## config.mk

```make
export PLATFORM = sky130hd
export DESIGN_NAME = weight_bram_sequencer_flat
export DESIGN_NICKNAME = d
export VERILOG_FILES = /design/src/rtl/weight_bram_sequencer_if.sv /design/src/rtl/weight_bram_sequencer.sv /design/src/flat_wrapper.sv
export SDC_FILE = /design/constraint.sdc
export NUM_CORES = 1
export LEC_CHECK = 0
export CAP_MARGIN = 15
export CORE_UTILIZATION = 56
export CTS_BUF_LIST = sky130_fd_sc_hd__clkbuf_8
export DETAILED_ROUTE_END_ITERATION = 10
export PLACE_DENSITY = 0.93
export SLEW_MARGIN = 20
export SYNTH_ARGS = -nofsm -noshare
export SYNTH_HDL_FRONTEND = slang
export SYNTH_SLANG_ARGS = --single-unit
```

## constraint.sdc

```tcl
create_clock -name CLK -period 5.9 [get_ports CLK]
set_input_delay 1.18 -clock CLK [delete_from_list [all_inputs] [get_ports CLK]]
set_output_delay 1.18 -clock CLK [all_outputs]
set_load 0.05 [all_outputs]
```

## src/rtl/weight_bram_sequencer_if.sv

```systemverilog
// Handshake and BRAM-side bundle for weight_bram_sequencer.
// master = the sequencer, slave = producer/consumer/BRAM environment.
interface weight_bram_sequencer_if #(
  parameter int ADDR_W = 5,
  parameter int DATA_W = 16
);
  logic              START_WR;
  logic              START_RD;
  logic              WR_VALID;
  logic [DATA_W-1:0] WR_DATA;
  logic              WR_READY;
  logic              RD_VALID;
  logic [DATA_W-1:0] RD_DATA;
  logic              RD_LAST;
  logic              RD_READY;
  logic              BUSY;
  logic              DONE;
  logic [ADDR_W-1:0] BRAM_ADDR;
  logic [DATA_W-1:0] BRAM_DI;
  logic              BRAM_EN;
  logic              BRAM_WE;
  logic [DATA_W-1:0] BRAM_DO;

  modport master (
    input  START_WR, START_RD, WR_VALID, WR_DATA, RD_READY, BRAM_DO,
    output WR_READY, RD_VALID, RD_DATA, RD_LAST, BUSY, DONE,
           BRAM_ADDR, BRAM_DI, BRAM_EN, BRAM_WE
  );

  modport slave (
    output START_WR, START_RD, WR_VALID, WR_DATA, RD_READY, BRAM_DO,
    input  WR_READY, RD_VALID, RD_DATA, RD_LAST, BUSY, DONE,
           BRAM_ADDR, BRAM_DI, BRAM_EN, BRAM_WE
  );
endinterface

```

## src/rtl/weight_bram_sequencer.sv

```systemverilog
// Weight BRAM controller: LOAD streams DEPTH words in, READ streams them out
// through a 2-entry FIFO with valid/ready backpressure.
module weight_bram_sequencer #(
  parameter int DEPTH  = 28,
  parameter int ADDR_W = 5,
  parameter int DATA_W = 16
) (
  input logic CLK,
  input logic RST,
  weight_bram_sequencer_if.master bus
);

  localparam int CNT_W = ADDR_W + 1;
  localparam logic [CNT_W-1:0] DEPTH_C = CNT_W'(DEPTH);
  localparam logic [CNT_W-1:0] LAST_C  = CNT_W'(DEPTH - 1);

  typedef enum logic [1:0] {IDLE, LOAD, READ, FINISH} state_t;

  state_t state, state_n;

  logic [CNT_W-1:0]  wcnt, rcnt;
  logic [DATA_W-1:0] fifo_data [2];
  logic [1:0]        fifo_last;
  logic              rd_ptr, wr_ptr;
  logic [1:0]        count;
  logic              pend, pend_last;

  logic [ADDR_W-1:0] addr_q;
  logic [DATA_W-1:0] di_q;
  logic              en_q, we_q;

  logic       accept, pop, issue, rd_valid, rd_last;
  logic [2:0] occ_next;

  always_ff @(posedge CLK) begin
    if (RST) state <= IDLE;
    else     state <= state_n;
  end

  // Occupancy after this edge counts the read in flight, so issuing only
  // when it stays below 2 can never overflow the FIFO one cycle later.
  always_comb begin
    state_n  = state;
    rd_valid = (state == READ) && (count != 2'd0);
    rd_last  = rd_valid && fifo_last[rd_ptr];
    accept   = (state == LOAD) && bus.WR_VALID;
    pop      = rd_valid && bus.RD_READY;
    occ_next = {1'b0, count} + {2'b00, pend} - {2'b00, pop};
    issue    = (state == READ) && (rcnt < DEPTH_C) && (occ_next < 3'd2);
    case (state)
      IDLE: begin
        if (bus.START_WR)      state_n = LOAD;
        else if (bus.START_RD) state_n = READ;
      end
      LOAD:    if (accept && (wcnt == LAST_C)) state_n = FINISH;
      READ:    if (pop && rd_last)             state_n = FINISH;
      FINISH:  state_n = IDLE;
      default: state_n = IDLE;
    endcase
  end

  always_ff @(posedge CLK) begin
    if (RST) begin
      wcnt      <= '0;
      rcnt      <= '0;
      count     <= '0;
      rd_ptr    <= 1'b0;
      wr_ptr    <= 1'b0;
      pend      <= 1'b0;
      pend_last <= 1'b0;
      fifo_last <= '0;
      for (int unsigned i = 0; i < 2; i++) fifo_data[i] <= '0;
      addr_q    <= '0;
      di_q      <= '0;
      en_q      <= 1'b0;
      we_q      <= 1'b0;
    end else begin
      en_q <= 1'b0;
      we_q <= 1'b0;
      pend <= 1'b0;
      case (state)
        IDLE: begin
          if (bus.START_WR) begin
            wcnt <= '0;
          end else if (bus.START_RD) begin
            rcnt   <= '0;
            count  <= '0;
            rd_ptr <= 1'b0;
            wr_ptr <= 1'b0;
          end
        end
        LOAD: begin
          if (accept) begin
            en_q   <= 1'b1;
            we_q   <= 1'b1;
            addr_q <= wcnt[ADDR_W-1:0];
            di_q   <= bus.WR_DATA;
            if (wcnt < DEPTH_C) wcnt <= wcnt + 1'b1;
          end
        end
        READ: begin
          pend <= issue;
          if (issue) begin
            en_q      <= 1'b1;
            addr_q    <= rcnt[ADDR_W-1:0];
            pend_last <= (rcnt == LAST_C);
            rcnt      <= rcnt + 1'b1;
          end
          if (pend) begin
            fifo_data[wr_ptr] <= bus.BRAM_DO;
            fifo_last[wr_ptr] <= pend_last;
            wr_ptr            <= ~wr_ptr;
          end
          if (pop) rd_ptr <= ~rd_ptr;
          count <= occ_next[1:0];
        end
        FINISH: begin
          count  <= '0;
          rd_ptr <= 1'b0;
          wr_ptr <= 1'b0;
        end
        default: ;
      endcase
    end
  end

  assign bus.WR_READY  = (state == LOAD);
  assign bus.RD_VALID  = rd_valid;
  assign bus.RD_DATA   = fifo_data[rd_ptr];
  assign bus.RD_LAST   = rd_last;
  assign bus.BUSY      = (state != IDLE);
  assign bus.DONE      = (state == FINISH);
  assign bus.BRAM_ADDR = addr_q;
  assign bus.BRAM_DI   = di_q;
  assign bus.BRAM_EN   = en_q;
  assign bus.BRAM_WE   = we_q;

endmodule

```

## src/flat_wrapper.sv

```systemverilog
// flat-port wrapper written by rule: the top's interface ports become plain ports
module weight_bram_sequencer_flat 
#(
  parameter int DEPTH  = 28,
  parameter int ADDR_W = 5,
  parameter int DATA_W = 16
)
  (CLK, RST, bus_START_WR, bus_START_RD, bus_WR_VALID, bus_WR_DATA, bus_RD_READY, bus_BRAM_DO, bus_WR_READY, bus_RD_VALID, bus_RD_DATA, bus_RD_LAST, bus_BUSY, bus_DONE, bus_BRAM_ADDR, bus_BRAM_DI, bus_BRAM_EN, bus_BRAM_WE);
  weight_bram_sequencer_if #(.ADDR_W(ADDR_W), .DATA_W(DATA_W)) bus_i ();
  input logic CLK;
  input logic RST;
  input wire logic [$bits(bus_i.START_WR)-1:0] bus_START_WR;
  input wire logic [$bits(bus_i.START_RD)-1:0] bus_START_RD;
  input wire logic [$bits(bus_i.WR_VALID)-1:0] bus_WR_VALID;
  input wire logic [$bits(bus_i.WR_DATA)-1:0] bus_WR_DATA;
  input wire logic [$bits(bus_i.RD_READY)-1:0] bus_RD_READY;
  input wire logic [$bits(bus_i.BRAM_DO)-1:0] bus_BRAM_DO;
  output wire logic [$bits(bus_i.WR_READY)-1:0] bus_WR_READY;
  output wire logic [$bits(bus_i.RD_VALID)-1:0] bus_RD_VALID;
  output wire logic [$bits(bus_i.RD_DATA)-1:0] bus_RD_DATA;
  output wire logic [$bits(bus_i.RD_LAST)-1:0] bus_RD_LAST;
  output wire logic [$bits(bus_i.BUSY)-1:0] bus_BUSY;
  output wire logic [$bits(bus_i.DONE)-1:0] bus_DONE;
  output wire logic [$bits(bus_i.BRAM_ADDR)-1:0] bus_BRAM_ADDR;
  output wire logic [$bits(bus_i.BRAM_DI)-1:0] bus_BRAM_DI;
  output wire logic [$bits(bus_i.BRAM_EN)-1:0] bus_BRAM_EN;
  output wire logic [$bits(bus_i.BRAM_WE)-1:0] bus_BRAM_WE;
  assign bus_i.START_WR = bus_START_WR;
  assign bus_i.START_RD = bus_START_RD;
  assign bus_i.WR_VALID = bus_WR_VALID;
  assign bus_i.WR_DATA = bus_WR_DATA;
  assign bus_i.RD_READY = bus_RD_READY;
  assign bus_i.BRAM_DO = bus_BRAM_DO;
  assign bus_WR_READY = bus_i.WR_READY;
  assign bus_RD_VALID = bus_i.RD_VALID;
  assign bus_RD_DATA = bus_i.RD_DATA;
  assign bus_RD_LAST = bus_i.RD_LAST;
  assign bus_BUSY = bus_i.BUSY;
  assign bus_DONE = bus_i.DONE;
  assign bus_BRAM_ADDR = bus_i.BRAM_ADDR;
  assign bus_BRAM_DI = bus_i.BRAM_DI;
  assign bus_BRAM_EN = bus_i.BRAM_EN;
  assign bus_BRAM_WE = bus_i.BRAM_WE;
  weight_bram_sequencer #(.DEPTH(DEPTH), .ADDR_W(ADDR_W), .DATA_W(DATA_W)) u_core (.CLK(CLK), .RST(RST), .bus(bus_i));
endmodule
```

# Word-level counts from Yosys, hierarchy flattened
# Memories as Yosys holds them, arrays and structs flattened. A register that Yosys moved wholly into a read port is not among the register bits.
# Cells that the tools add are included.
# word_totals
mem_bits_rw,32
mem_count,1
output_inout_bits,44
ff_bits,45
wordCells,117
# mem_list
name,words,word_bits,rd,rd_clocked_by_memory_dff,write_ports,line,text
u_core.fifo_data,2,16,1,1,2,weight_bram_sequencer.sv:22,logic [DATA_W-1:0] fifo_data [2];
# op_classes
bitwise,4
order_cmp,6
muxes,44
addsub,4
reduce_logical,29
n_eq_ne,16
# op_table
operator,n
2-to-1 mux 6 bit,6
one-hot mux 6 bit (2 select lines),2
2-to-1 mux 1 bit,19
2-to-1 mux 16 bit,1
AND reduction 4 bit,4
OR reduction 16 bit,1
"adder 6 x 1 -> 6 bit, second input constant",2
"equality test 6 x 5 -> 1 bit, second input constant",2
"< comparator 6 x 5 -> 1 bit, second input constant",2
2-to-1 mux 2 bit,6
"!= test 2 x 1 -> 1 bit, second input constant",6
2-to-1 mux 5 bit,2
one-hot mux 5 bit (2 select lines),1
nonzero test 2 bit,5
logical AND 1 bit,9
AND reduction 3 bit,3
"!= test 2 bit, second input constant",4
one-hot mux 2 bit (4 select lines),1
one-hot mux 1 bit (3 select lines),2
one-hot mux 2 bit (3 select lines),1
AND reduction 2 bit,3
"equality test 2 bit, second input constant",2
"< comparator 1 x 2 -> 1 bit, second input constant",2
inverter 1 bit,4
other kinds (12),13

# Depth between registers and ports, before layout
# logic_depth
ltp_word,8
mapped_depth,14
ltp_nobuf,13

# Worst setup path after synthesis
# No wires, ideal clock.
# synth_path
path_kind,input port to flip-flop
startpoint,in bus_RD_READY
endpoint,reg u_core.rcnt[0]
stages,12
path_buffers,1
setup_slack_ns,2.452
setup_time_ns,0.075
t_arrival_ns,3.373
path_cell_list,o211ai_1 > inv_1 > ha_1 > inv_1 > ha_1 > inv_1 > fa_1 > nand3b_1 > or3_1 > buf_2 > or3_4 > o22ai_1
# synth_via
elab_chain_len,6
# synth_rtl
element,line,text
start: declaration,flat_wrapper.sv:16,input wire logic [$bits(bus_i.RD_READY)-1:0] bus_RD_READY;
logical AND 1 bit,weight_bram_sequencer.sv:47,pop = rd_valid && bus.RD_READY;
subtractor 3 x 1 -> 3 bit,weight_bram_sequencer.sv:48,"occ_next = {1'b0, count} + {2'b00, pend} - {2'b00, pop};"
< comparator 3 x 2 -> 1 bit,weight_bram_sequencer.sv:49,issue = (state == READ) && (rcnt < DEPTH_C) && (occ_next < 3'd2);
logical AND 1 bit,weight_bram_sequencer.sv:49,
!= test 2 x 1 -> 1 bit (no source line),n/a,
AND reduction 4 bit (no source line),n/a,
end signal: assignment,weight_bram_sequencer.sv:107,rcnt <= rcnt + 1'b1;
end: declaration,weight_bram_sequencer.sv:21,"logic [CNT_W-1:0] wcnt, rcnt;"
# Every way passes these cells.
# A chain may end at the register's enable or synchronous reset.

# Final worst setup path
# Ends and elaborated chain as after synthesis.

==> results.py <==
metrics = {
    "status": {
        "status": "finished clean",
    },
    "placement": {
        "gp_congestion": 0.9062,
        "dp_cells": 483,
        "io_buffer_count": 81,
        "dpl.hpwl_um": 5459,
    },
    "synthesis": {
        "synth-main-ff-cell": "dfxtp_1",
        "ys_types": 55,
        "synth-async-reset-ratio_pct": 0,
        "yosys.area.top_type": "edfxtp_1",
        "yosysSeqAreaShare_pct": 52.51,
        "netlist_area_mm2": 0.003583,
        "ys_seq_elements": 78,
        "ys_top_cells_by_area": "edfxtp_1, dfxtp_1, mux2_2",
        "yosysMostFrequentCell": "dfxtp_1",
        "synthCells": 345,
        "synth_edf_count": 32,
        "ys_warn_count": 0,
        "synth_top_area_share_pct": 26.82,
        "avgSynthCellArea_um2": 10.39,
        "synth_nets": 392,
        "yosys-top-cells-count": "dfxtp_1, nand2_1, and2_1, edfxtp_1, a21oi_1",
    },
    "power_and_ir_drop": {
        "p_int_w": 0.001005,
        "ir_drop_uv": 320.9,
        "p_sw_share_pct": 38.94,
        "pwr-share-seq_pct": 39.5,
        "p_leak_nw": 1.712,
        "p_comb_share_pct": 39.6,
        "switchingPower_w": 0.0006413,
        "powerDensity_mw_per_mm2": 359.2,
        "power_w": 0.001647,
        "pwr-share-clk_pct": 20.8,
    },
    "clocking": {
        "clk_latency_ps": 350,
        "root_buffer": "clkbuf_8",
        "cts_setup_buffers": 0,
        "path_clk_slew_ps": 90,
        "holdBufCountCts": 0,
        "cts_buffers": 9,
        "clockBufferDepth": 2,
        "numClockSinks": 78,
        "cts_tree": "yes",
        "htreeDepth": 3,
        "post_cts_resized": 0,
    },
    "critical_path": {
        "cp-end-kind": "flop",
        "critPathTopFamily": "simple AND/OR/NAND/NOR gates",
        "r2r-end": "u_core.rcnt[0]",
        "cp.arrival_ps": 4060,
        "critPathKind": "in2reg",
        "rr_worst_depth": 13,
        "critPathMaxFanout": 7,
        "crit_path_frequent_cell": "inv_1",
        "cp.depth": 12,
        "required_ps": 6170,
        "r2r_slack_ps": 2250,
        "reg2reg_from": "u_core.state[0]",
        "max_stage_delay_ps": 520,
        "worst-path-buf-inv": 4,
        "crit_path_cell_trace": "clkdlybuf4s50_1, o211ai_1, inv_1, ha_1, inv_1, ha_1, inv_1, fa_1, nand3b_1, or3_1, or3_4, o22ai_1",
        "cp_slowest_cell": "fa_1",
        "setup.worst_path.start_class": "input pin",
    },
    "min_path": {
        "min-delay-start": "u_core.bus.BRAM_DI[3]",
        "holdPathStages": 2,
        "hold-path-endpoint": "u_core.bus.BRAM_DI[3]",
        "hold_path.class": "reg2reg",
    },
    "global_routing": {
        "overflow": 0,
        "grt_pass1_wl_um": 12450,
        "grt_pass1_vias": 2745,
        "grt_usage_pct": 24.80,
        "antenna_found_initial": 0,
        "grt_max_degree": 38,
    },
    "cells_and_area": {
        "syn_to_final_growth_pct": 27.93,
        "fin_nets": 466,
        "n_antenna_cell": 0,
        "finalNonFillerCells": 499,
        "drive_above_1_share_pct": 9.434,
    },
    "routing": {
        "drt_wl_total_um": 7850,
        "drc": 0,
        "avgRoutedWirePerCell_um": 15.73,
        "drt_first_pass_iters": 4,
        "ant_nets": 0,
        "drt_iter0_drc": 131,
        "viasPerCell": 5.635,
        "via_count": 2812,
    },
    "sta": {
        "rsz0062_at_grt": "no",
        "timing_worst_slew_pin_value_ps": 822.8,
        "fin_crit_sh_pct": 64.12,
        "hold_violations": 0,
        "post-route-min-period_ps": 3783,
        "finClkSkew_ps": 9.728,
        "fmax_mhz": 264.3,
        "finalMaxSlewViolations": 0,
        "finalSetupViolCount": 0,
        "timing.setup.tns_ps": 0,
        "relSlewSlack_pct": 44.94,
    },
    "floorplan": {
        "row_count": 28,
        "dieArea_mm2": 0.006723,
        "io_pins": 82,
        "die_y_um": 82.00,
        "die_w_um": 82.00,
        "core_area_mm2": 0.006061,
        "start_util_pct": 59.12,
    },
    "flow_run": {
        "maxCapViolCount": 0,
    },
}
routing by layer:
| layer | up-vias | part of all wire (%) | GRT usage, % |
|---|---|---|---|
| met4 | 0 | 1.6 | 8.947 |
| met1 | 1318 | 41 | 28.67 |
| met2 | 110 | 50 | 44.46 |
| li1 | 1368 | - | - |
| met3 | 16 | 7.6 | 5.667 |
| met5 | - | 0 | 0 |
state kept, by name, indices dropped and copies added, names as in the netlist, named ones only:
name	count
u_core.bus.BRAM_ADDR	5
u_core.bus.BRAM_DI	16
u_core.bus.BRAM_EN	1
u_core.bus.BRAM_WE	1
u_core.count	2
u_core.fifo_data	32
u_core.fifo_last	2
u_core.pend	1
u_core.pend_last	1
u_core.rcnt	6
u_core.rd_ptr	1
u_core.state	2
u_core.wcnt	6
u_core.wr_ptr	1
cells in the final DEF (no fill, tap or decap), drive strengths merged, types with 6 or more instances in the layout:
cell	count
clkdlybuf4s50	81
dfxtp	46
nand2	43
and2	34
edfxtp	32
a21oi	27
mux2	21
inv	14
nor2	11
o21ai	11
clkbuf	9
ha	8
nand2b	7
nand3	6
worst min-delay path, stage by stage, from the launching register on:
cell,delay [ps]
dfxtp_1,310
nand2_1,50
a21oi_1,50
stage by stage:
stage | area (µm²) | hold WS, ps | setup slack, ps | utilization, %
3_3_place_gp | 4419 | 440.8 | 1904 | 72.91
4_1_cts | 4584 | 458.3 | 2126 | 75.64
6_report | 4584 | 455.7 | 2117 | 75.64
5_1_grt | 4584 | 483.1 | 1927 | 75.64
3_5_place_dp | 4419 | 449.2 | 1806 | 72.91
2_1_floorplan | 3583 | 444.8 | 2452 | -
cell type report:
| type | count | area [µm²] |
|---|---|---|
| sequential | 78 | 1882 |
| multi-input combinational | 234 | 1573 |
| fill | 417 | 1476 |
| timing repair buffer | 82 | 818.3 |
| clock buffer | 9 | 123.9 |
| tap | 75 | 93.84 |
| inverter | 14 | 52.55 |
| clock inverter | 7 | 41.29 |
power by group through the flow:
stage	registers (W)	clock network, W	logic [W]
floorplan	0.000750	0	0.000383
finish	0.000651	0.000343	0.000652
global route	0.000658	0.000368	0.000705
detailed placement	0.000662	0	0.000647
global placement	0.000660	0	0.000632
CTS	0.000651	0.000345	0.000651
worst max-delay path by stage:
stage,from,endpoint,slack [ps]
CTS,bus_RD_READY,u_core.rcnt[0],2130
detailed placement,bus_RD_READY,u_core.rcnt[0],1810
finish,bus_RD_READY,u_core.rcnt[0],2120
global placement,bus_RD_READY,u_core.rcnt[0],1900
floorplan,bus_RD_READY,u_core.rcnt[0],2450
global route,bus_RD_READY,u_core.rcnt[0],1930
logic make-up (layout without fill, tap and decap cells):
family          after synthesis  after routing  share of synthesized area, %
xor+xnor                      4              4                        0.9778
compound gates               75             75                         14.04
flops                        78             78                         52.51
fa+ha+maj                     9              9                         3.352
mux                          24             24                         7.437
simple gates                122            122                         18.09
buf+inv                      33            112                         3.596
Note: power is estimated with default switching activity, not from simulation.
==> RTL edit (same settings) <==
`ADDR_W` is set to 5 in 3 places; all go to 4.
--- a/src/rtl/weight_bram_sequencer_if.sv
+++ b/src/rtl/weight_bram_sequencer_if.sv
@@ -2,5 +2,5 @@
 // master = the sequencer, slave = producer/consumer/BRAM environment.
 interface weight_bram_sequencer_if #(
-  parameter int ADDR_W = 5,
+  parameter int ADDR_W = 4,
   parameter int DATA_W = 16
 );
--- a/src/rtl/weight_bram_sequencer.sv
+++ b/src/rtl/weight_bram_sequencer.sv
@@ -3,5 +3,5 @@
 module weight_bram_sequencer #(
   parameter int DEPTH  = 28,
-  parameter int ADDR_W = 5,
+  parameter int ADDR_W = 4,
   parameter int DATA_W = 16
 ) (
--- a/src/flat_wrapper.sv
+++ b/src/flat_wrapper.sv
@@ -3,5 +3,5 @@
 #(
   parameter int DEPTH  = 28,
-  parameter int ADDR_W = 5,
+  parameter int ADDR_W = 4,
   parameter int DATA_W = 16
 )
Ports: changed (resized bus_BRAM_ADDR); port bits go from 82 to 81. No check against the original RTL was run, so the function may have changed too.
==> RTL edit against the unedited design <==
Sequential power down 7.5%. Setup slack worse by 0.13 ns. First-iteration DRC count is 6.9% higher. Clock skew fell by 0.0049 ns. Hold slack improved by 0.0024 ns. Via count decreased by 6.0%. Sequential share of layout area rose by 0.52 points. Sequential cell count is 3 lower. Cell area shrank 4.4%. Area after synthesis shrank 6.2%. Non-clock buffer count decreased by 1. Routed wire length down 6.3%. Cell count is 4.2% lower. Total power decreased by 14%.
==> RTL edit: results (changes against the unedited design) <==
===============================================================================================
IR drop worst, VDD                                                                     0.292 mV   -8.9%
Top cells by count, synth                                                          43 x sky130_fd_sc_hd__dfxtp_1, 42 x sky130_fd_sc_hd__nand2_1, 37 x sky130_fd_sc_hd__and2_1, 32 x sky130_fd_sc_hd__edfxtp_1, 30 x sky130_fd_sc_hd__a21oi_1
Portion of netlist area occupied by mux cells                                             7.44%   about the same
Post-cts repair resize count                                                                  0   unchanged
Number of H-tree levels                                                                       3   unchanged
Dominant cells by area after synthesis                                             sky130_fd_sc_hd__edfxtp_1 29%, sky130_fd_sc_hd__dfxtp_1 26%, sky130_fd_sc_hd__and2_1 6.9%, sky130_fd_sc_hd__mux2_2 5.4%, sky130_fd_sc_hd__nand2_1 4.7%
Cell area after placement                                                              4190 um2   -5.2%
Global-route wire length before repair                                                12,200 um   -1.8%
Met2 track utilization from global routing                                                40.9%   -3.5 points
Post-synthesis instance total                                                               324   -6.1%
Number of buffers inserted by port buffering                                                 80   -1.2%
Nets                                                                                        448   -3.9%
Part of the Yosys area used for sequential elements                                       54.2%   +1.7 points
Total Routing Usage GR                                                                    25.4%   +0.58 points
Post-route insts no fill                                                                    478   -4.2%
Number of flip-flops in the largest register                                                 32   unchanged
Place WS                                                                                1.94 ns   +0.129 ns
Critical setup path kind                                                           register to output port
DP HPWL                                                                                 5090 um   -6.7%
Type of the tightest min-delay check                                               register to register
Launch instance of the worst min-delay path                                        u_core.bus.BRAM_DI[11]$_SDFFE_PP0P_
M3 GR Usage                                                                               5.83%   +0.16 points
Share of the clock period used by the worst path after layout                             66.3%   +2.2 points
Register ranked first by flip-flop count                                           u_core.fifo_data
Fraction of synthesized cell area in xor and xnor cells                                  0.484%   -0.49 points
Met1 Use GR                                                                               31.7%   +3.1 points
Worst reg2reg path endpoint                                                        u_core.rcnt[4]$_SDFFE_PP0P_
Critical Path Fanout Max                                                                     18   +11
Standby leakage power                                                                   1.56 nW   -8.6%
Largest net degree at the start of global routing                                            25   -34%
Syn nets                                                                                    371   -5.4%
Count of distinct cell types in the synthesized netlist                                      41   -25%
Number of vias after detailed routing                                                     2,643   -6.0%
YS warnings                                                                                   0   unchanged
Routed wire length per instance                                                         15.4 um   -2.2%
Adder-cell share of the synthesized area                                                  3.57%   +0.22 points
Layout cells sized above 1                                                                8.62%   -0.81 points
Maximum buffer depth of the clock tree                                                        2   unchanged
Placed insts                                                                                462   -4.3%
Worst slew pin tran                                                                    0.880 ns   +0.0567 ns
Clock input transition at the sequential cells of the worst setup and hold paths        0.08 ns
Initial antenna violation count                                                               0   unchanged
Area fraction in compound gates after synthesis                                           11.2%   -2.8 points
Last element of the critical path                                                   bus_RD_LAST
Status                                                                                completed
Worst clock skew                                                                     0.00479 ns   -0.00494 ns
Gpl congestion                                                                            0.824   -9.1%
Initial DRC count                                                                           140   +6.9%
===============================================================================================
==> RTL edit: final cells by class <==
type                    instances  area (um2)
well taps                      72        90.1
inverters                      12        45.0
repair buffers                 81         808
flip-flops and latches         75        1820
fillers                       358        1260
clock buffers                   9         124
clock inverters                 7        67.6
multi-input cells             222        1430
==> RTL edit: where the power goes <==
| part | internal [W] | total [W] | switching [W] |
|---|---|---|---|
| Combinational | 0.000146 | 0.000427 | 0.000280 |
| Sequential | 0.000580 | 0.000602 | 0.0000225 |
| Clock | 0.000193 | 0.000382 | 0.000189 |
| Total | 0.000919 | 0.00141 | 0.000492 |
==> RTL edit: how the worst min path moves through the flow <==
stage	cells after the start	endpoint	slack (ns)
after floorplan	2	u_core.fifo_last[1]$_SDFFE_PP0P_	0.44
after global placement	2	u_core.bus.BRAM_DI[0]$_SDFFE_PP0P_	0.44
after detailed placement	2	u_core.bus.BRAM_DI[6]$_SDFFE_PP0P_	0.45
after CTS	2	u_core.bus.BRAM_DI[6]$_SDFFE_PP0P_	0.46
after global routing	2	u_core.bus.BRAM_DI[11]$_SDFFE_PP0P_	0.49
final	2	u_core.bus.BRAM_DI[11]$_SDFFE_PP0P_	0.46
==> RTL edit: critical path, stage by stage (launching register included) <==
cell	delay, ns
sky130_fd_sc_hd__dfxtp_1	0.34
sky130_fd_sc_hd__inv_1	0.10
sky130_fd_sc_hd__ha_1	0.63
sky130_fd_sc_hd__o21a_1	0.29
sky130_fd_sc_hd__nor2b_1	0.21
sky130_fd_sc_hd__clkdlybuf4s50_1	0.83
==> RTL edit: routing by layer <==
| metal | part of all wire (%) | wire, um |
|---|---|---|
| met1 | 41 | 3020 |
| met2 | 49 | 3640 |
| met3 | 7.3 | 535 |
| met4 | 2.1 | 158 |
| met5 | 0 | 0 |
